==> config.mk <==
export PLATFORM = sky130hd
export DESIGN_NAME = alu_cmd_driver
export DESIGN_NICKNAME = d
export VERILOG_FILES = /design/src/rtl/alu_pkg.sv /design/src/rtl/alu_hold_timer.sv /design/src/rtl/alu_cmd_driver.sv
export SDC_FILE = /design/constraint.sdc
export NUM_CORES = 1
export LEC_CHECK = 0
export BUFFER_PORTS_ARGS = -buffer_cell sky130_fd_sc_hd__buf_2
export CAP_MARGIN = 10
export CORE_ASPECT_RATIO = 1.25
export CORE_MARGIN = 5
export CORE_UTILIZATION = 52
export CTS_BUF_LIST = sky130_fd_sc_hd__clkbuf_8
export CTS_CLUSTER_DIAMETER = 80
export DETAILED_ROUTE_END_ITERATION = 8
export PLACE_DENSITY = 0.82
export SKIP_LAST_GASP = 1
export SYNTH_ARGS = -nofsm -noshare
export SYNTH_HDL_FRONTEND = slang
export SYNTH_SLANG_ARGS = --single-unit
export TNS_END_PERCENT = 20
==> constraint.sdc <==
create_clock -name clock -period 2.05 [get_ports clock]
set_input_delay 0.3075 -clock clock [delete_from_list [all_inputs] [get_ports clock]]
set_output_delay 0.3075 -clock clock [all_outputs]
set_load 0.005 [all_outputs]
==> src/rtl/alu_pkg.sv <==
// alu_pkg: opcodes, button encodings and driver FSM states shared by the ALU top,
// its command driver and their benches.
package alu_pkg;

    localparam logic [5:0] OP_ADD = 6'b100000;
    localparam logic [5:0] OP_SUB = 6'b100010;
    localparam logic [5:0] OP_AND = 6'b100100;
    localparam logic [5:0] OP_OR  = 6'b100101;
    localparam logic [5:0] OP_XOR = 6'b100110;
    localparam logic [5:0] OP_SRA = 6'b000011;
    localparam logic [5:0] OP_SRL = 6'b000010;
    localparam logic [5:0] OP_NOR = 6'b100111;

    localparam logic [2:0] BTN_A  = 3'b100;
    localparam logic [2:0] BTN_B  = 3'b010;
    localparam logic [2:0] BTN_OP = 3'b001;

    typedef enum logic [2:0] {
        S_IDLE,
        S_SETUP,
        S_PULSE,
        S_GAP,
        S_SETTLE,
        S_RESP
    } drv_state_t;

    function automatic logic is_legal_op(input logic [5:0] op);
        return op inside {OP_ADD, OP_SUB, OP_AND, OP_OR, OP_XOR, OP_SRA, OP_SRL, OP_NOR};
    endfunction

endpackage

==> src/rtl/alu_hold_timer.sv <==
// alu_hold_timer: loadable down-counter; done while the count sits at 1.
module alu_hold_timer #(
    parameter int W = 2
) (
    input  logic         clock,
    input  logic         reset,
    input  logic         load_i,
    input  logic [W-1:0] val_i,
    output logic         done_o
);

    logic [W-1:0] cnt_q, cnt_d;

    assign cnt_d  = load_i ? val_i : (cnt_q != '0 ? cnt_q - W'(1) : cnt_q);
    assign done_o = cnt_q == W'(1);

    always_ff @(posedge clock or posedge reset) begin
        if (reset) cnt_q <= '0;
        else       cnt_q <= cnt_d;
    end

endmodule

==> src/rtl/alu_cmd_driver.sv <==
// alu_cmd_driver: replays one (A, B, OP) command as the switch/button load
// sequence of the ALU top, then samples the LEDs and returns the result.
module alu_cmd_driver
    import alu_pkg::*;
#(
    parameter int N_BITS        = 8,
    parameter int N_LEDS        = 8,
    parameter int N_B           = 3,
    parameter int HOLD_CYCLES   = 2,
    parameter int SETTLE_CYCLES = 2
) (
    input  logic              clock,
    input  logic              reset,
    input  logic              i_cmd_valid,
    output logic              o_cmd_ready,
    input  logic [N_BITS-1:0] i_cmd_a,
    input  logic [N_BITS-1:0] i_cmd_b,
    input  logic [5:0]        i_cmd_op,
    output logic [N_BITS-1:0] o_sw,
    output logic [N_B-1:0]    o_buttons,
    input  logic [N_LEDS-1:0] i_led,
    output logic              o_res_valid,
    input  logic              i_res_ready,
    output logic [N_LEDS-1:0] o_result,
    output logic [5:0]        o_res_op,
    output logic              o_err
);

    localparam int CW = $clog2(HOLD_CYCLES > SETTLE_CYCLES ? HOLD_CYCLES : SETTLE_CYCLES) + 1;

    drv_state_t        state_q, state_d;
    logic [1:0]        sel_q, sel_d;
    logic [N_BITS-1:0] a_q, b_q, sel_val;
    logic [5:0]        op_q;
    logic [N_LEDS-1:0] result_q;
    logic              err_q;
    logic [N_B-1:0]    btn_sel;
    logic              accept, tmr_load, tmr_done;
    logic [CW-1:0]     tmr_val;

    assign accept  = state_q == S_IDLE && i_cmd_valid;
    assign sel_val = sel_q == 2'd0 ? a_q : sel_q == 2'd1 ? b_q : {{(N_BITS-6){1'b0}}, op_q};
    assign btn_sel = sel_q == 2'd0 ? N_B'(BTN_A) : sel_q == 2'd1 ? N_B'(BTN_B) : N_B'(BTN_OP);

    alu_hold_timer #(.W(CW)) u_timer (
        .clock  (clock),
        .reset  (reset),
        .load_i (tmr_load),
        .val_i  (tmr_val),
        .done_o (tmr_done)
    );

    always_ff @(posedge clock or posedge reset) begin
        if (reset) begin
            state_q <= S_IDLE;
            sel_q   <= '0;
        end else begin
            state_q <= state_d;
            sel_q   <= sel_d;
        end
    end

    always_comb begin
        state_d  = state_q;
        sel_d    = sel_q;
        tmr_load = 1'b0;
        tmr_val  = CW'(HOLD_CYCLES);
        case (state_q)
            S_IDLE: if (i_cmd_valid) begin
                state_d = is_legal_op(i_cmd_op) ? S_SETUP : S_RESP;
                sel_d   = '0;
            end
            S_SETUP: begin
                state_d  = S_PULSE;
                tmr_load = 1'b1;
            end
            S_PULSE:  state_d = tmr_done ? S_GAP : S_PULSE;
            S_GAP: if (sel_q == 2'd2) begin
                state_d  = S_SETTLE;
                tmr_load = 1'b1;
                tmr_val  = CW'(SETTLE_CYCLES);
            end else begin
                state_d = S_SETUP;
                sel_d   = sel_q + 2'd1;
            end
            S_SETTLE: state_d = tmr_done ? S_RESP : S_SETTLE;
            S_RESP:   state_d = i_res_ready ? S_IDLE : S_RESP;
            default:  state_d = S_IDLE;
        endcase
    end

    // Outputs decode from registered state, so an async reset drops them at once.
    always_comb begin
        o_cmd_ready = state_q == S_IDLE;
        o_res_valid = state_q == S_RESP;
        o_sw        = state_q inside {S_SETUP, S_PULSE, S_GAP, S_SETTLE} ? sel_val : '0;
        o_buttons   = state_q == S_PULSE ? btn_sel : '0;
    end

    always_ff @(posedge clock or posedge reset) begin
        if (reset) begin
            a_q      <= '0;
            b_q      <= '0;
            op_q     <= '0;
            result_q <= '0;
            err_q    <= 1'b0;
        end else if (accept) begin
            a_q      <= i_cmd_a;
            b_q      <= i_cmd_b;
            op_q     <= i_cmd_op;
            result_q <= '0;
            err_q    <= !is_legal_op(i_cmd_op);
        end else if (state_q == S_SETTLE && tmr_done) begin
            result_q <= i_led;
            err_q    <= 1'b0;
        end
    end

    assign o_result = result_q;
    assign o_res_op = op_q;
    assign o_err    = err_q;

endmodule

## After elaboration in Yosys (flattened, before gate mapping)

Cells that the tools add are included.

| storage, ports and cells | value |
|---|---|
| memory bits (read-only) | 0 |
| bits of input ports | 34 |
| bits in latches | 0 |
| memories | 0 |
| memory bits (writable) | 0 |
| bits in registers | 38 |
| output and inout bits | 28 |
| logic and storage cells | 64 |

| cells by class | value |
|---|---|
| muxes and demuxes | 24 |
| equality and inequality tests | 18 |
| add/sub/neg operators | 2 |
| reduce and logical (&&, ||, !) cells | 12 |
| multipliers | 0 |
| $lt $le $gt $ge | 0 |
| shifts and indexed selects | 0 |
| bitwise logic cells | 0 |
| divide/modulo/power cells | 0 |

Operators with widths:

| cell | number |
|---|---|
| $mux 8 | 5 |
| $eq 6x6->1 const B | 6 |
| $mux 3 | 6 |
| $pmux 3 s6 | 1 |
| $eq 6x2->1 const B | 2 |
| $mux 2 | 5 |
| $reduce_bool 2->1 | 4 |
| $reduce_bool 8->1 | 1 |
| $eq 3x2->1 const B | 2 |
| $eq 3x3->1 const B | 2 |
| $mux 1 | 5 |
| $eq 2x1->1 const B | 2 |
| $ne 2x2->1 const B | 2 |
| $pmux 2 s2 | 1 |
| $reduce_bool 4->1 | 1 |
| $eq 3x1->1 const B | 1 |
| $logic_not 3->1 | 1 |
| $reduce_and 3->1 | 1 |
| $add 2x1->2 const B | 1 |
| $eq 2x2->1 const B | 1 |
| $logic_and 1x1->1 | 2 |
| $logic_not 2->1 | 1 |
| $pmux 1 s2 | 1 |
| $sub 2x1->2 const B | 1 |
| $logic_not 1->1 | 1 |

## Logic depth before layout (Yosys ltp)

Gate-level depths: netlist of the first run.

| logic depth | value |
|---|---|
| depth after elaboration | 5 |
| mapped depth | 6 |
| depth with buffers taken out | 5 |

## Cells and area by module

From an unflattened synthesis of the first run, not the netlist that was laid out.

| second synthesis, totals | value |
|---|---|
| cells, all modules | 164 |
| area total of the unflattened synthesis | 1,941.9 sq um |

Modules (own cells, without submodules):

| module | cells an instance | times used | seq. area each (sq um) | area an instance (sq um) |
|---|---|---|---|---|
| alu_cmd_driver | 150 | 1 | 900.9 | 1,801.7 |
| alu_hold_timer | 14 | 1 | 50.0 | 140.1 |

## Least setup slack after synthesis of the first run

OpenSTA, ideal clock, no wires.

| path | value |
|---|---|
| kind | reg-to-output |
| from | register sel_q[1] |
| to | output o_sw[0] |
| arrival time | 1.397 ns |
| buffers on the path | 1 |
| stages on the path, launching flop included | 7 |
| path slack | 0.346 ns |
| data required time | 1.742 ns |
| path through | dfrtp_1 inv_1 ha_1 clkbuf_1 mux2_2 mux2i_1 nor2_1 |

| on the way | value |
|---|---|
| word-level cells in the longest chain between the ends | 4 |
| elaborated cells on any way between the ends | 5 |
| classes of those cells | eq/ne (1); mux (3); reduce/logical (1) |

RTL lines:

| what | line | source |
|---|---|---|
| start: declaration | alu_cmd_driver.sv:32 | `logic [1:0] sel_q, sel_d;` |
| start signal: assignment | alu_cmd_driver.sv:59 | `sel_q <= sel_d;` |
| $eq 2x1->1 | alu_cmd_driver.sv:42 | `assign sel_val = sel_q == 2'd0 ? a_q : sel_q == 2'd1 ? b_q : {{(N_BITS-6){1'b0}}, op_q};` |
| $mux 8 | alu_cmd_driver.sv:42 |  |
| $mux 8 * | alu_cmd_driver.sv:42 |  |
| $mux 8 * | alu_cmd_driver.sv:96 | `o_sw = state_q inside {S_SETUP, S_PULSE, S_GAP, S_SETTLE} ? sel_val : '0;` |
| end: declaration | alu_cmd_driver.sv:19 | `output logic [N_BITS-1:0] o_sw,` |

Every way passes the cells marked *; elsewhere a longest branch is shown, timed or not.

## Worst setup path in the final report of the first run

| path | value |
|---|---|
| from | register sel_q[1] |
| to | output o_sw[5] |

The elaborated chain is that of the path after synthesis.

==> results of run 1 <==
==> registers in the layout (all words and copies together) (netlist names) <==
register	cells
a_q	8
b_q	8
o_err	1
o_res_op	6
o_result	8
sel_q	2
state_q	3
u_timer.cnt_q	2
==> timing repair <==
action                                  in CTS  in global routing
pin swaps                                    0                  1
setup buffers                                0                  5
endpoints found under the setup margin       7                  8
resized for setup                            4                  4
==> cell type report <==
class                           count  share of cell area
Sequential cell                    38               0.392
Inverter                            7              0.0108
Tap cell                           39              0.0201
Multi-Input combinational cell     99               0.354
Clock inverter                      2              0.0247
Timing Repair Buffer               72               0.165
Clock buffer                        6              0.0340
==> cell usage after synthesis, drive strengths merged <==
cell type / instances
a211o: 1
a21o: 2
a21oi: 3
a22o: 9
a22oi: 1
a31o: 1
a31oi: 1
a32o: 1
and2: 1
and3: 2
and4bb: 1
buf: 3
clkbuf: 6
dfrtp: 38
ha: 5
inv: 7
mux2: 29
mux2i: 7
nand2: 5
nand2b: 2
nand3b: 2
nor2: 12
nor2b: 3
nor3: 3
nor3b: 1
nor4b: 1
nor4bb: 1
o21ai: 1
o21bai: 1
o221ai: 1
xnor2: 1
xor2: 1
==> cells in the final DEF (no fill, tap or decap), types with 3 or more instances in the layout <==
cell type  synthesis  layout
nor3_1             3       3
nand2_1            5       5
a22o_1             9       9
nor2_1            12      12
clkbuf_8           0       6
nor2b_1            3       3
inv_1              7       6
dfrtp_1           38      36
mux2_2            28      28
buf_4              2      10
ha_1               5       3
mux2i_1            7       7
buf_2              1      61
a21oi_1            3       3
==> critical path, delay by kind of cell (launching register included) <==
family        cells  cell delay (ps)
mux               2              440
flops             1              410
buf+inv           3              370
fa+ha+maj         1              150
simple gates      1               50
==> power by group through the flow <==
stage	combinational (W)	clock [W]	sequential, W
floorplan	0.00115	0	0.00132
global placement	0.00159	0	0.00139
detailed placement	0.00163	0	0.00140
CTS	0.00165	0.000798	0.00139
global route	0.00189	0.000836	0.00144
finish	0.00171	0.000782	0.00139
==> cell families (layout without fill, tap and decap cells) <==
family / after synthesis / in the layout / share of synthesized area
AO/OA/AOI/OAI: 22 / 22 / 0.0919
XOR/XNOR: 2 / 2 / 0.00939
adder cells (fa/ha/maj): 5 / 5 / 0.0335
buffers and inverters: 16 / 87 / 0.0369
flip-flops: 38 / 38 / 0.510
multiplexers: 36 / 36 / 0.213
AND/OR/NAND/NOR: 34 / 34 / 0.106
==> per-layer routing <==
| layer | routed length, µm | vias to the layer above |
|---|---|---|
| met5 | 0 | - |
| met4 | 53 | 0 |
| met3 | 294 | 8 |
| met2 | 1880 | 43 |
| met1 | 1710 | 691 |
| li1 | - | 678 |
==> worst paths after layout <==
check / startpoint / endpoint / slack [ps]
max: sel_q[1]$_DFFE_PP0P_ / o_sw[5] / 30
min: reset / o_result[0]$_DFFE_PP0P_ / 120
max reg2reg: state_q[1]$_DFFE_PP0P_ / o_err$_DFFE_PP0P_ / 410
min reg2reg: a_q[1]$_DFFE_PP0P_ / a_q[1]$_DFFE_PP0P_ / 490
max in group asynchronous: reset / state_q[2]$_DFFE_PP0P_ / 1580
min in group clock: i_cmd_a[1] / a_q[1]$_DFFE_PP0P_ / 230
==> stage by stage <==
stage	setup WS (ps)	utilization	power (W)	std cells	hold WS, ps
after global placement	211	0.638	0.00297	250	440
after CTS	5.76	0.684	0.00385	258	122
after floorplan	346	-	0.00247	153	442
final	30.6	0.698	0.00388	263	119
after global routing	-65.1	0.698	0.00417	263	163
after detailed placement	133	0.638	0.00303	250	444
==> impl_metrics.tcl, run 1 <==
set metrics [dict create \
    start_util 0.536 \
    clock_latency_ps 290 \
    numCtsBuffers 5 \
    grt_pass1_wl_um 6450 \
    port_buffers 61 \
    fp.dieH_um 77.0 \
    yosys_warnings 0 \
    status "completed" \
    seq_area_frac_synth 0.510 \
    max_cap_violations 0 \
    ir_drop_uv 1140 \
    synth_seq_cells 38 \
    htree_num_levels 2 \
    num_vias 1420 \
    p_clk_frac 0.202 \
    powerDensity_nw_per_um2 1600 \
    start_kind "flop" \
    pwr-share-seq 0.359 \
    drt_wl_total_um 3930 \
    chipWidth_um 63.6 \
    rsz0062_at_grt "true" \
    syn_area_per_cell_um2 12.2 \
    syn_inst 153 \
    met1_usage 0.216 \
    hold_viol_final 0 \
    required_ps 1740 \
    worst_pin_slew_ps 537 \
    firstDrtPassIters 4 \
    n_antenna_cell 0 \
    wire_per_inst_um 14.9 \
    clockRootBuffer "clkbuf_8" \
    nets 262 \
    fmax_ghz 0.495 \
    worstRegToRegCells 5 \
    antenna_found_initial 0 \
    synth_top_cell_area_share 0.510 \
    cts_sinks 38 \
    p_comb_frac 0.440 \
    slew_headroom 0.641 \
    critical_path.slowest_cell "dfrtp_1" \
    fin_area_um2 2430 \
    syn2layout_area_growth_pct 30.4 \
    p_leak_nw 1.24 \
    synth_cell_types 34 \
    synth.area.top_cells "dfrtp_1, mux2_2, a22o_1" \
    clock_skew_ps 6.85 \
    synthesis.area_um2 1870 \
    use_met3 0.0556 \
    fillCellCount 261 \
    cts_tree "yes" \
    io_pins 62 \
    gr-total-overflow 0 \
    postCtsHoldBufs 0 \
    drc_errors 0 \
    setup_viol 0 \
    arrival_ps 1710 \
    gp_congestion 0.783 \
    rows 24 \
    first_iter_violations 38 \
    end_kind "output port" \
    syn_nets 192 \
    dp_hpwl_um 2890 \
    setup-tns-final_ps 0 \
    dpl_cell_area_um2 2220 \
    p_sw_w 0.00127 \
    cts_max_path_buffers 2 \
    crit_type "reg -> out" \
    seq_area_um2 953 \
    grt_util_met2 0.258 \
    drv_slew 0 \
    max_stage_delay_ps 410 \
    power.internal_w 0.00262 \
    grt_pass1_vias 1383 \
    via_per_inst 5.40 \
    multi_input_area_um2 861 \
    crit_chain "inv_2, ha_4, buf_4, mux2_2, mux2i_1, nor2_1, buf_2" \
    yosysTopAreaCell "dfrtp_1" \
    clkSlewWorstSetupHoldPaths_ps 80 \
    drive_gt1_frac 0.518 \
    ant_nets 0 \
    die-area_um2 4890 \
    grt.busiest_layer "met2" \
    hp-class "in -> async" \
    grt_usage 0.166 \
    core-area_um2 3480 \
    layout_min_cycle_time_ps 2020 \
    grt_start_max_net_pins 39 \
    cp_max_fo 4 \
    switching_share 0.326 \
    min_period_over_period 0.985 \
]
No activity file was read; power rests on OpenSTA's default activity.
==> run 2, diff against run 1 <==
==> constraint.sdc (replaced) <==
create_clock -name clock -period 2.2 [get_ports clock]
set_input_delay 0.33 -clock clock [delete_from_list [all_inputs] [get_ports clock]]
set_output_delay 0.33 -clock clock [all_outputs]
set_load 0.005 [all_outputs]
==> run 2 against run 1 <==
Clock power is 42% lower. Via count decreased by 2.7%. Clock skew is essentially flat. Critical path depth fell by 1. Largest cell class unchanged. Combinational power down 11%. Sequential cell count unchanged.
==> impl_metrics.tcl, run 2 (synthesized netlist as in run 1, its figures left out) <==
set metrics [dict create \
    hp-class "in -> async" \
    fp.dieH_um 77.0 \
    grt_usage 0.175 \
    worstRegToRegCells 4 \
    gp_congestion 0.771 \
    firstDrtPassIters 5 \
    min_period_over_period 0.936 \
    cts_setup_buffers 0 \
    drc_errors 0 \
    chipWidth_um 63.6 \
    fmax_ghz 0.486 \
    final_cell_mix "buf_2, dfrtp_1, mux2_2" \
    die-area_um2 4890 \
    start_util 0.536 \
    rows 24 \
    first_iter_violations 71 \
    required_ps 1870 \
    drive_gt1_frac 0.484 \
    drv_slew 0 \
    slew_headroom 0.635 \
    setup_viol 0 \
    ant_nets 0 \
    gr-total-overflow 0 \
    fillCellCount 285 \
    n_antenna_cell 0 \
    arrival_ps 1730 \
    grt_pass1_vias 1474 \
    port_buffers 61 \
    cp_max_fo 10 \
    antenna_found_initial 0 \
    num_vias 1382 \
    ir_drop_uv 909 \
    powerDensity_nw_per_um2 1410 \
    hold_viol_final 0 \
    clock_latency_ps 290 \
    clock_skew_ps 7.19 \
    syn2layout_area_growth_pct 23.8 \
    cts_tree "yes" \
    crit_type "reg -> out" \
    dp_hpwl_um 2850 \
    rr_endpoint "o_result[1]$_DFFE_PP0P_" \
    max_cap_violations 0 \
    setup-tns-final_ps 0 \
    grt_pass1_wl_um 6780 \
    fin_ws_ps 141 \
    startpoint "sel_q[1]$_DFFE_PP0P_" \
    final_common_cell "buf_2" \
    regToRegSetupSlack_ps 510 \
    clockRootBuffer "clkbuf_8" \
    status "completed" \
    grt_start_max_net_pins 39 \
    cts_max_path_buffers 2 \
    clkSlewWorstSetupHoldPaths_ps 70 \
    endpoint "o_sw[5]" \
    end_kind "output port" \
    nets 256 \
    wire_per_inst_um 15.4 \
    postCtsHoldBufs 0 \
    core-area_um2 3480 \
    multi_input_area_um2 861 \
    numCtsBuffers 5 \
    htree_num_levels 2 \
    drt_wl_total_um 3930 \
    seq_area_um2 951 \
    layout_min_cycle_time_ps 2060 \
    cts_sinks 38 \
    io_pins 62 \
    worst_pin_slew_ps 546 \
    via_per_inst 5.40 \
    rsz0062_at_grt "false" \
    p_leak_nw 1.18 \
    r2r-start "state_q[1]$_DFFE_PP0P_" \
    start_kind "flop" \
    pre_cts_slack_ps 299 \
]
run 2: area by class of cell:
| type | count | share of cell area |
|---|---|---|
| multi-input cells | 99 | 0.373 |
| inverters | 7 | 0.0114 |
| repair buffers | 66 | 0.148 |
| clock buffers | 5 | 0.0298 |
| clock inverters | 2 | 0.00488 |
| flip-flops and latches | 38 | 0.412 |
| well taps | 39 | 0.0211 |
run 2: critical path: stages, from the launching register on:
cell	delay, ps
dfrtp_1	400
inv_1	130
ha_4	230
mux2_2	360
mux2i_1	140
nor2_1	50
buf_2	140
run 2: how the worst min path moves through the flow:
stage,startpoint,end,slack (ps),depth (start not counted)
global placement,reset,o_result[6]$_DFFE_PP0P_,460,3
detailed placement,reset,o_result[6]$_DFFE_PP0P_,480,3
CTS,reset,a_q[3]$_DFFE_PP0P_,160,3
floorplan,a_q[1]$_DFFE_PP0P_,a_q[1]$_DFFE_PP0P_,460,1
finish,reset,o_result[6]$_DFFE_PP0P_,140,3
global route,reset,a_q[7]$_DFFE_PP0P_,200,3
run 2: routing by layer:
layer,vias to the layer above,share of wire,GRT usage
met5,-,0,0
met4,0,0.018,0.0686
met3,6,0.076,0.0585
met2,45,0.48,0.276
met1,664,0.42,0.221
li1,667,-,-
run 2: where the power goes:
part,total [W],internal (W),switching (W)
clock,0.000450,0.000212,0.000238
combinational,0.00152,0.000856,0.000659
sequential,0.00130,0.00103,0.000261
run 2: repair_timing:
item	CTS	global route
pin swaps	0	0
setup endpoints to repair	6	6
gates resized for setup	1	2
run 2: through the flow:
stage	utilization	hold slack [ps]	std cells	power [W]	instance area, µm²
floorplan	-	458	153	0.00230	1870
global placement	0.636	463	249	0.00276	2210
detailed placement	0.636	475	249	0.00281	2210
CTS	0.659	160	256	0.00327	2300
global route	0.663	200	256	0.00353	2310
finish	0.663	139	256	0.00326	2310
==> run 3, diff against run 2 <==
--- a/config.mk
+++ b/config.mk
@@ -9,13 +9,14 @@
 export CAP_MARGIN = 10
 export CORE_ASPECT_RATIO = 1.25
 export CORE_MARGIN = 5
-export CORE_UTILIZATION = 52
+export CORE_UTILIZATION = 56
 export CTS_BUF_LIST = sky130_fd_sc_hd__clkbuf_8
 export CTS_CLUSTER_DIAMETER = 80
 export DETAILED_ROUTE_END_ITERATION = 8
-export PLACE_DENSITY = 0.82
+export PLACE_DENSITY = 0.87
 export SKIP_LAST_GASP = 1
 export SYNTH_ARGS = -nofsm -noshare
 export SYNTH_HDL_FRONTEND = slang
+export SYNTH_HIERARCHICAL = 1
 export SYNTH_SLANG_ARGS = --single-unit
 export TNS_END_PERCENT = 20
==> constraint.sdc (replaced) <==
create_clock -name clock -period 2.6 [get_ports clock]
set_input_delay 0.39 -clock clock [delete_from_list [all_inputs] [get_ports clock]]
set_output_delay 0.39 -clock clock [all_outputs]
set_load 0.005 [all_outputs]
==> run 3 against run 2 <==
Final cell count rose by 3.9%. Sequential power fell by 14%. Worst setup slack improved by 180 ps. Largest power group unchanged.
==> impl_metrics.tcl, run 3 <==
set metrics [dict create \
    synth_cell_types 39 \
    start_kind "flop" \
    gp_congestion 0.767 \
    p_sw_w 0.00107 \
    grt_pass1_vias 1532 \
    holdPathStages 2 \
    setup_viol 0 \
    cts_sinks 38 \
    gr-total-overflow 0 \
    num_vias 1441 \
    synth_seq_cells 38 \
    firstDrtPassIters 4 \
    syn_area_per_cell_um2 11.8 \
    powerDensity_nw_per_um2 1290 \
    drv_slew 0 \
    synth.area.top_cells "dfrtp_1, mux2_2, mux2i_1" \
    rsz0062_at_grt "false" \
    syn_nets 204 \
    setup-tns-final_ps 0 \
    htree_num_levels 2 \
    drc_errors 0 \
    synth_top_cell_area_share 0.490 \
    clkSlewWorstSetupHoldPaths_ps 80 \
    antenna_found_initial 0 \
    syn2layout_area_growth_pct 25.2 \
    synth-async-reset-ratio 1.00 \
    p_leak_nw 1.22 \
    crit_type "reg -> out" \
    die-area_um2 4750 \
    yosysTopAreaCell "dfrtp_1" \
    first_iter_violations 58 \
    seq_area_frac_synth 0.490 \
    critical_path.slowest_cell "ha_1" \
    min_period_over_period 0.878 \
    drive_gt1_frac 0.480 \
    nets 266 \
    clockRootBuffer "clkbuf_8" \
    cp_max_fo 9 \
    grt_start_max_net_pins 37 \
    clock_skew_ps 4.36 \
    layout_min_cycle_time_ps 2280 \
    worst_pin_slew_ps 512 \
    via_per_inst 5.42 \
    core-area_um2 3420 \
    chipWidth_um 62.7 \
    grt_usage 0.184 \
    p_clk_frac 0.197 \
    final_common_cell "buf_2" \
    wire_per_inst_um 15.6 \
    switching_share 0.342 \
    hold_viol_final 0 \
    end_kind "output port" \
    hp-class "in -> reg" \
    power.internal_w 0.00206 \
    dp_hpwl_um 2960 \
    ant_nets 0 \
    required_ps 2210 \
    max_stage_delay_ps 400 \
    port_buffers 61 \
    synthesis.area_um2 1940 \
    n_antenna_cell 0 \
    start_util 0.567 \
    power_w 0.00313 \
    cts_resized 0 \
    cts_setup_buffers 0 \
    synth_edf_count 0 \
    syn_inst 164 \
    synth_ff_type "dfrtp_1" \
    status "completed" \
    fmax_ghz 0.438 \
    synth.most_common_cell "dfrtp_1" \
    timing.hold.ws_ps 328 \
    final_cell_mix "buf_2, dfrtp_1, mux2_2" \
    max_cap_violations 0 \
    rows 24 \
    fp.dieH_um 75.8 \
    grt_pass1_wl_um 6820 \
    io_pins 62 \
    pwr-share-seq 0.359 \
    ys_top_cells_by_count "dfrtp_1, mux2_2, nor2_1" \
    drt_wl_total_um 4140 \
    ir_drop_uv 1040 \
    clock_latency_ps 290 \
    p_comb_frac 0.444 \
    cts_tree "yes" \
    numCtsBuffers 5 \
    crit_chain "inv_1, ha_1, mux2_2, mux2i_1, nor2_1, buf_2" \
    worstRegToRegCells 3 \
    slew_headroom 0.658 \
    arrival_ps 1890 \
    cts_max_path_buffers 2 \
    yosys_warnings 6 \
]
run 3: changes by cell type after synthesis, moves of 2 or more:
cell and delta:
a21o_1 -2, conb_1 +2, clkbuf_1 -3, inv_1 +2
o21ai_0 +2, a22o_1 -2, nor2_1 -2, buf_2 +4
run 3: metrics by stage:
stage / util / setup WS (ps) / cell area (µm²) / instances
2_1_floorplan: - / 804 / 1940 / 164
3_3_place_gp: 0.666 / 671 / 2280 / 257
3_5_place_dp: 0.666 / 632 / 2280 / 257
4_1_cts: 0.710 / 288 / 2430 / 266
5_1_grt: 0.710 / 161 / 2430 / 266
6_report: 0.710 / 318 / 2430 / 266
run 3: worst paths after layout:
check                                        startpoint                            to  slack [ps]
worst min-delay path                         i_cmd_a[0]            a_q[0]$_DFFE_PP0P_         330
worst max-delay path               sel_q[1]$_DFFE_PP0P_                       o_sw[2]         320
worst min register to register  o_result[0]$_DFFE_PP0P_       o_result[0]$_DFFE_PP0P_         490
max in group asynchronous                         reset          sel_q[1]$_DFFE_PP0P_        1530
worst max register to register   state_q[0]$_DFFE_PP0P_       o_res_op[5]$_DFFE_PP0P_         850
min in group asynchronous                         reset  u_timer/cnt_q[1]$_DFFE_PP0P_         500
run 3: cell type report:
cell class                      instances  area, µm²
Timing Repair Buffer                   65        338
Fill cell                             266        992
Clock inverter                          2       60.1
Multi-Input combinational cell        106        913
Tap cell                               39       48.8
Inverter                               10       37.5
Sequential cell                        38        951
Clock buffer                            6       82.6
run 3: layer usage:
metal | vias up | track usage | wire length, µm
li1 | 691 | - | -
met1 | 693 | 0.208 | 1710
met2 | 51 | 0.320 | 2110
met3 | 6 | 0.0560 | 265
met4 | 0 | 0.0896 | 57
met5 | - | 0 | 0
run 3: kinds of logic after synthesis:
group	count (synthesis)	synth area share
AOI/OAI and AO/OA	21	0.0818
xor gates and xnor gates	2	0.00902
adders and majority gates	6	0.0387
buffers and inverters	20	0.0477
DFF	38	0.490
muxes	37	0.209
other	2	0.00387
and+or+nand+nor	38	0.120
run 3: repair_timing:
action / 4_1_cts / 5_1_grt
setup endpoints to repair: 0 / 0
endpoints found under the hold margin: 2 / 0
hold buffers: 1 / 0
run 3: power by group through the flow:
stage | Clock, W | Combinational, W | Sequential [W]
2_1_floorplan | 0 | 0.00102 | 0.00104
3_3_place_gp | 0 | 0.00134 | 0.00112
3_5_place_dp | 0 | 0.00139 | 0.00113
4_1_cts | 0.000629 | 0.00141 | 0.00112
5_1_grt | 0.000652 | 0.00155 | 0.00117
6_report | 0.000617 | 0.00139 | 0.00112
run 3: critical path: cells and delay by family, from the launching register on:
kind          cells  cell delay, ps
fa+ha+maj         1             400
buf+inv           2             240
flops             1             390
mux               2             520
simple gates      1              50
